`src/rtl/dqs_cal_pkg.sv`:
```
`default_nettype none
// ============================================================================
// Module      : dqs_cal_pkg
// Description : Shared types for the DQS gate calibration block. Contains the
//               sweep FSM state encoding, the per-lane window tracker record
//               and the window midpoint helper.
// Ports       : none (package)
// Revision    : 1.0 - initial release
// ============================================================================
package dqs_cal_pkg;

   // Widest tap code the tracker record can hold. Lanes zero-extend their
   // DLY_W-bit tap into these fields.
   localparam int DLY_W_MAX = 16;

   // Width of the settle/sample cycle counter (both lengths are 1..255).
   localparam int CNT_W = 8;

   typedef enum logic [2:0] {
      ST_IDLE   = 3'd0,
      ST_LOAD   = 3'd1,
      ST_SETTLE = 3'd2,
      ST_SAMPLE = 3'd3,
      ST_EVAL   = 3'd4,
      ST_APPLY  = 3'd5,
      ST_DONE   = 3'd6
   } cal_state_e;

   // Passing-window tracker for one lane. found marks that a window has
   // opened; closed marks that it has ended and later passes are ignored.
   typedef struct packed {
      logic [DLY_W_MAX-1:0] lo;
      logic [DLY_W_MAX-1:0] hi;
      logic                 found;
      logic                 closed;
   } win_trk_t;

   // floor((lo + hi) / 2) with one guard bit so the sum cannot overflow.
   function automatic logic [DLY_W_MAX-1:0] win_mid(
      input logic [DLY_W_MAX-1:0] lo,
      input logic [DLY_W_MAX-1:0] hi
   );
      logic [DLY_W_MAX:0] sum;
      sum = {1'b0, lo} + {1'b0, hi};
      return DLY_W_MAX'(sum >> 1);
   endfunction

endpackage
`default_nettype wire

```
`src/rtl/dqs_cal_lane.sv`:
```
`default_nettype none
// ============================================================================
// Module      : dqs_cal_lane
// Description : One DQS lane of the gate calibration sweep. ANDs the gated
//               DQS samples taken at the current tap, tracks the first
//               contiguous passing window and produces the window midpoint.
// Ports       : sclk      - system clock, rising edge
//               rst       - asynchronous active-high reset
//               clear     - sweep accepted: clear tracker and held result
//               acc_init  - tap load cycle: re-arm the sample accumulator
//               sample_en - sample cycle: fold sample into the accumulator
//               sample    - gated DQS sample, 1 = pass
//               eval      - evaluation cycle: update the window tracker
//               last_tap  - current tap is the final tap of the sweep
//               apply     - apply cycle: capture midpoint and fail flag
//               tap       - tap code currently under test
//               mid_val   - midpoint of the tracked window (0 if none)
//               res_val   - held calibration result
//               res_fail  - held flag: no passing tap was found
// Revision    : 1.0 - initial release
// ============================================================================
module dqs_cal_lane
   import dqs_cal_pkg::*;
#(
   parameter int DLY_W = 8
) (
   input  logic             sclk,
   input  logic             rst,
   input  logic             clear,
   input  logic             acc_init,
   input  logic             sample_en,
   input  logic             sample,
   input  logic             eval,
   input  logic             last_tap,
   input  logic             apply,
   input  logic [DLY_W-1:0] tap,
   output logic [DLY_W-1:0] mid_val,
   output logic [DLY_W-1:0] res_val,
   output logic             res_fail
);

   logic                 acc;
   win_trk_t             trk;
   win_trk_t             trk_nxt;
   logic [DLY_W_MAX-1:0] tap_ext;
   logic [DLY_W_MAX-1:0] mid_full;

   always_comb begin
      tap_ext            = '0;
      tap_ext[DLY_W-1:0] = tap;
   end

   // Window tracker: the first pass opens the window, contiguous passes
   // extend it, the first fail closes it. Once closed nothing changes, so
   // only the first window ever counts.
   always_comb begin
      trk_nxt = trk;
      if (!trk.closed) begin
         if (acc) begin
            if (!trk.found) begin
               trk_nxt.lo    = tap_ext;
               trk_nxt.found = 1'b1;
            end
            trk_nxt.hi = tap_ext;
         end else if (trk.found) begin
            trk_nxt.closed = 1'b1;
         end
         // A window still open at the final tap ends there; hi already
         // equals the final tap because that tap passed.
         if (last_tap && trk_nxt.found) begin
            trk_nxt.closed = 1'b1;
         end
      end
   end

   assign mid_full = win_mid(trk.lo, trk.hi);
   assign mid_val  = trk.found ? mid_full[DLY_W-1:0] : '0;

   generate
      if (DLY_W < DLY_W_MAX) begin : g_mid_pad
         // Bits above DLY_W are always zero because lo/hi < 2^DLY_W.
         logic unused_mid_hi;
         assign unused_mid_hi = ^mid_full[DLY_W_MAX-1:DLY_W];
      end
   endgenerate

   always_ff @(posedge sclk or posedge rst) begin
      if (rst) begin
         acc      <= 1'b0;
         trk      <= '0;
         res_val  <= '0;
         res_fail <= 1'b0;
      end else begin
         if (acc_init) begin
            acc <= 1'b1;
         end else if (sample_en) begin
            acc <= acc & sample;
         end

         if (clear) begin
            trk <= '0;
         end else if (eval) begin
            trk <= trk_nxt;
         end

         if (clear) begin
            res_val  <= '0;
            res_fail <= 1'b0;
         end else if (apply) begin
            res_val  <= mid_val;
            res_fail <= ~trk.found;
         end
      end
   end

endmodule
`default_nettype wire

```
`src/rtl/dqs_gate_cal.sv`:
```
`default_nettype none
// ============================================================================
// Module      : dqs_gate_cal
// Description : DQS gate calibration. Sweeps the DQS delay tap from 0 to
//               2^DLY_W-1 on all lanes in parallel; for each tap it loads the
//               code, waits SETTLE_CYC cycles with the buffer paused, then
//               takes SAMPLE_CNT samples. Each lane keeps its first passing
//               window and is finally set to the window midpoint.
// Ports       : sclk       - system clock, rising edge
//               rst        - asynchronous active-high reset
//               start      - single-cycle sweep request (ignored while busy)
//               dqs_sample - per-lane gated DQS sample, 1 = pass
//               busy       - sweep in progress
//               done       - sweep finished, results valid
//               fail       - per-lane: no passing tap found (valid with done)
//               pause      - freeze the DQS buffer while taps change
//               dly_load   - strobe: apply dly_val
//               dly_val    - per-lane tap code, lane n at [n*DLY_W +: DLY_W]
// Revision    : 1.0 - initial release
// ============================================================================
module dqs_gate_cal
   import dqs_cal_pkg::*;
#(
   parameter int NUM_LANES  = 2,
   parameter int DLY_W      = 8,
   parameter int SETTLE_CYC = 4,
   parameter int SAMPLE_CNT = 16
) (
   input  logic                       sclk,
   input  logic                       rst,
   input  logic                       start,
   input  logic [NUM_LANES-1:0]       dqs_sample,
   output logic                       busy,
   output logic                       done,
   output logic [NUM_LANES-1:0]       fail,
   output logic                       pause,
   output logic                       dly_load,
   output logic [NUM_LANES*DLY_W-1:0] dly_val
);

   localparam logic [CNT_W-1:0] SETTLE_LAST = CNT_W'(SETTLE_CYC - 1);
   localparam logic [CNT_W-1:0] SAMPLE_LAST = CNT_W'(SAMPLE_CNT - 1);
   localparam logic [DLY_W-1:0] TAP_LAST    = '1;

   cal_state_e                 state;
   cal_state_e                 state_nxt;
   logic [CNT_W-1:0]           cnt;
   logic [DLY_W-1:0]           tap;
   logic                       start_acc;
   logic                       last_tap;
   logic [NUM_LANES*DLY_W-1:0] mid_all;
   logic [NUM_LANES*DLY_W-1:0] res_all;

   // start is only honoured when no sweep is running.
   assign start_acc = start && ((state == ST_IDLE) || (state == ST_DONE));
   assign last_tap  = (tap == TAP_LAST);

   // ---------------------------------------------------------------- state
   always_ff @(posedge sclk or posedge rst) begin
      if (rst) begin
         state <= ST_IDLE;
      end else begin
         state <= state_nxt;
      end
   end

   // ----------------------------------------------------------- next state
   always_comb begin
      state_nxt = state;
      case (state)
         ST_IDLE,
         ST_DONE:   if (start) state_nxt = ST_LOAD;
         ST_LOAD:   state_nxt = ST_SETTLE;
         ST_SETTLE: if (cnt == SETTLE_LAST) state_nxt = ST_SAMPLE;
         ST_SAMPLE: if (cnt == SAMPLE_LAST) state_nxt = ST_EVAL;
         ST_EVAL:   state_nxt = last_tap ? ST_APPLY : ST_LOAD;
         ST_APPLY:  state_nxt = ST_DONE;
         default:   state_nxt = ST_IDLE;
      endcase
   end

   // -------------------------------------------------------------- outputs
   always_comb begin
      busy     = 1'b0;
      done     = 1'b0;
      pause    = 1'b0;
      dly_load = 1'b0;
      dly_val  = res_all;
      case (state)
         ST_LOAD: begin
            busy     = 1'b1;
            pause    = 1'b1;
            dly_load = 1'b1;
            dly_val  = {NUM_LANES{tap}};
         end
         ST_SETTLE: begin
            busy    = 1'b1;
            pause   = 1'b1;
            dly_val = {NUM_LANES{tap}};
         end
         ST_SAMPLE,
         ST_EVAL: begin
            busy    = 1'b1;
            dly_val = {NUM_LANES{tap}};
         end
         ST_APPLY: begin
            busy     = 1'b1;
            pause    = 1'b1;
            dly_load = 1'b1;
            dly_val  = mid_all;
         end
         ST_DONE: begin
            done = 1'b1;
         end
         default: begin
            busy = 1'b0;
         end
      endcase
   end

   // ------------------------------------------------- cycle counter / tap
   // cnt restarts on every state change, so it counts cycles spent in the
   // current state; only SETTLE and SAMPLE look at it.
   always_ff @(posedge sclk or posedge rst) begin
      if (rst) begin
         cnt <= '0;
         tap <= '0;
      end else begin
         if (state_nxt != state) begin
            cnt <= '0;
         end else begin
            cnt <= cnt + CNT_W'(1);
         end

         if (start_acc) begin
            tap <= '0;
         end else if ((state == ST_EVAL) && !last_tap) begin
            tap <= tap + DLY_W'(1);
         end
      end
   end

   // ---------------------------------------------------------------- lanes
   generate
      for (genvar n = 0; n < NUM_LANES; n++) begin : g_lane
         dqs_cal_lane #(
            .DLY_W (DLY_W)
         ) u_lane (
            .sclk      (sclk),
            .rst       (rst),
            .clear     (start_acc),
            .acc_init  (state == ST_LOAD),
            .sample_en (state == ST_SAMPLE),
            .sample    (dqs_sample[n]),
            .eval      (state == ST_EVAL),
            .last_tap  (last_tap),
            .apply     (state == ST_APPLY),
            .tap       (tap),
            .mid_val   (mid_all[n*DLY_W +: DLY_W]),
            .res_val   (res_all[n*DLY_W +: DLY_W]),
            .res_fail  (fail[n])
         );
      end
   endgenerate

endmodule
`default_nettype wire
```
`config.mk`:
```
export PLATFORM = sky130hd
export DESIGN_NAME = dqs_gate_cal
export DESIGN_NICKNAME = d
export VERILOG_FILES = /design/src/rtl/dqs_cal_pkg.sv /design/src/rtl/dqs_cal_lane.sv /design/src/rtl/dqs_gate_cal.sv
export SDC_FILE = /design/constraint.sdc
export NUM_CORES = 1
export LEC_CHECK = 0
export ABC_AREA = 0
export ABC_CLOCK_PERIOD_IN_PS = 3400
export BUFFER_PORTS_ARGS = -buffer_cell sky130_fd_sc_hd__buf_4
export CAP_MARGIN = 10
export CORE_MARGIN = 3
export CORE_UTILIZATION = 45
export CTS_CLUSTER_DIAMETER = 100
export DETAILED_ROUTE_END_ITERATION = 6
export GPL_ROUTABILITY_DRIVEN = 0
export PLACE_DENSITY_LB_ADDON = 0.25
export SLEW_MARGIN = 15
export SYNTH_ARGS = -nofsm -noshare
export SYNTH_HDL_FRONTEND = slang
export SYNTH_SLANG_ARGS = --single-unit
```
`constraint.sdc`:
```
create_clock -name sclk -period 3.4 [get_ports sclk]
set_clock_uncertainty 0.15 [all_clocks]
set_input_delay 0.34 -clock sclk [delete_from_list [all_inputs] [get_ports sclk]]
set_output_delay 0.34 -clock sclk [all_outputs]
set_load 0.01 [all_outputs]
```
==> flow_summary.ini <==
[status]
status = complete, no violations

[synth]
synth_cell_types = 53
netlist_area_um2 = 4100
avgSynthCellArea_um2 = 8.94
yosys.area.top_type = dfrtp_1
synthTopCellsByArea = dfrtp_1, nand2_1, o21ai_0
synth_edf_count = 0
synthArstFlopShare_pct = 100
seq_area_frac_synth_pct = 45.8
ys_ff_latch = 75
netlist.area_leader.share_pct = 45.8
synth_cells = 458
synth_nets = 481
yosys_warnings = 0
synth_ff_type = dfrtp_1

[sta]
tightest_slew_ns = 0.948
hold_viol_final = 0
min_period_ns = 2.94
setup_viol = 0
clock.fmax_mhz = 340
rsz0062_at_grt = false
slew_headroom_pct = 36.7
worst_slack_ns = 0.462
slew_violations = 0
fin_crit_sh_pct = 86.4
tns_ns = 0

[clocking]
cts_sinks = 75
cts_tree = done
clkTransAtPathRegs_ns = 0.08
cts-root-buf = clkbuf_8
clk_path_buf_depth = 2
post-cts-setup-buffer-count = 0
cts-buffers-inserted = 9
cts_hold_buf = 0
htreeDepth = 3
post_cts_resize_count = 0
clk_latency_ns = 0.35

[placement]
post-place-ws_ns = 0.871
numPortBuffers = 26
hpwl_mm = 7.07
dp_cells = 570

[routing]
vias = 3333
drc = 0
first_pass_iters = 4
first_iter_violations = 93
drtAntennaViolNets = 0
wl_per_cell_um = 16.4
routed_wl_mm = 9.60
viasPerCell = 5.69

[die]
fp.dieArea_um2 = 10300
die_h_um = 101
ioPinCount = 27
die_w_um = 101
num_rows = 34
start_util_pct = 46.7
core_um2 = 8760

[worst_setup_path]
arrival_ns = 2.45
path_class = flop to output port
slowest_stage = dfrtp_1
crit_required_ns = 2.91
cp_common_cell = nor2_1
cp_max_fo = 18
cpPeakStageDelay_ns = 0.64
critPathLaunchType = flop
worstPathCellList = nor2_1 -> xnor2_2 -> nor2_1 -> a221o_1 -> buf_4
end_kind = output port
critPathTopFamily = flip-flops
cp_num_buf_inv = 1

[cells_and_area]
drive_gt1_share_pct = 11.5
fillers = 815
seq_area_um2 = 1880
final_common_cell = nand2_1
most-common-layout-cells = nand2_1, dfrtp_1, o21ai_0
multi_input_comb_area_um2 = 2060
final_util_pct = 51.7
nets = 496
n_antenna_cell = 0
area_growth_pct = 10.7
final_cells = 586

[global_routing]
met3_usage_pct = 4.20
grt_max_degree = 47
grt_overflow = 0
grt_pass1_vias = 3176
grt_util_all_layers_pct = 20.1
use_met1_pct = 28.0
grt_first_pass_wirelength_mm = 16.0
antenna_found_initial = 0
met2_usage_pct = 31.8
top_usage_layer = met2

[power]
vdd_ir_drop_max_v = 0.000418
leakagePower_nw = 2.07
p_per_area_nw_per_um2 = 703
power.total_w = 0.00319

[job]
drv_cap = 0

[min_path]
hp-class = input port to asynchronous set/reset pin
-- through the flow --
step,instance area [um2],hold WS (ns)
after CTS,4530,0.0783
after detailed placement,4340,0.306
after global placement,4340,0.298
after global routing,4530,0.0962
final,4530,0.0664
after floorplan,4100,0.275
-- worst reg2reg max path, cell delays in order, from the launching register on --
cell and delay (ns):
dfrtp_1 0.64, xnor2_1 0.20, nand3b_1 0.45, a221o_1 0.69, nand2_1 0.13, o21ai_0 0.09
-- cell usage after synthesis (3+ instances only) --
cell	count
nand4_1	3
a21o_1	5
nor3_1	6
a22o_1	8
clkbuf_1	17
a31oi_1	5
nand2_1	93
and2_1	3
a21oi_1	28
buf_4	3
buf_2	4
nor2b_1	4
inv_1	10
nand3_1	8
ha_1	16
xnor2_1	10
a211oi_1	3
nand3b_1	5
o211ai_1	12
nand2b_1	4
o21a_1	3
and3_1	4
mux2i_1	6
dfrtp_1	75
xor2_1	7
o21ai_0	49
nor2_1	35
-- final timing paths --
path                          startpoint                          end  slack [ns]  cells after the start
max reg2reg                     state[1]     g_lane[0].u_lane.trk[24]        0.92                      5
min in group sclk          dqs_sample[1]         g_lane[1].u_lane.acc        0.09                      3
max in group asynchronous            rst  g_lane[0].u_lane.res_val[1]        2.25                      3
max                             state[1]                   dly_val[8]        0.46                      5
min                                  rst                       cnt[7]        0.07                      2
min reg2reg                       cnt[0]                       cnt[0]        0.31                      1
-- final cells by class --
class,instances,share of cell area [%]
sequential,75,41.4
timing repair buffer,30,4.97
clock inverter,3,0.442
tap,108,2.98
inverter,10,0.828
multi-input combinational,347,45.4
clock buffer,13,3.95
-- sequential cells by signal, indices dropped and copies added, names as in the netlist --
name / count
g_lane.u_lane.trk: 36
g_lane.u_lane.res_val: 16
cnt: 8
tap: 8
state: 3
g_lane.u_lane.acc: 2
g_lane.u_lane.res_fail: 2
-- routing by layer --
layer	part of all wire [%]	wire, um	up-vias
met5	0	0	-
li1	-	-	1631
met2	47	4520	85
met4	2.1	206	0
met1	47	4490	1603
met3	4.0	381	14
-- where the power goes --
part           internal (W)  switching, W
combinational      0.000472      0.000589
clock              0.000344      0.000330
sequential          0.00116      0.000295
total               0.00197       0.00121
-- cells by family after synthesis --
family	share of synthesized area [%]
and+or+nand+nor	20.0
AOI/OAI and AO/OA	19.1
DFF	45.8
buffers and inverters	4.06
adders and majority gates	5.86
xor gates and xnor gates	3.63
muxes	1.47
(Power assumes the default switching activity.)
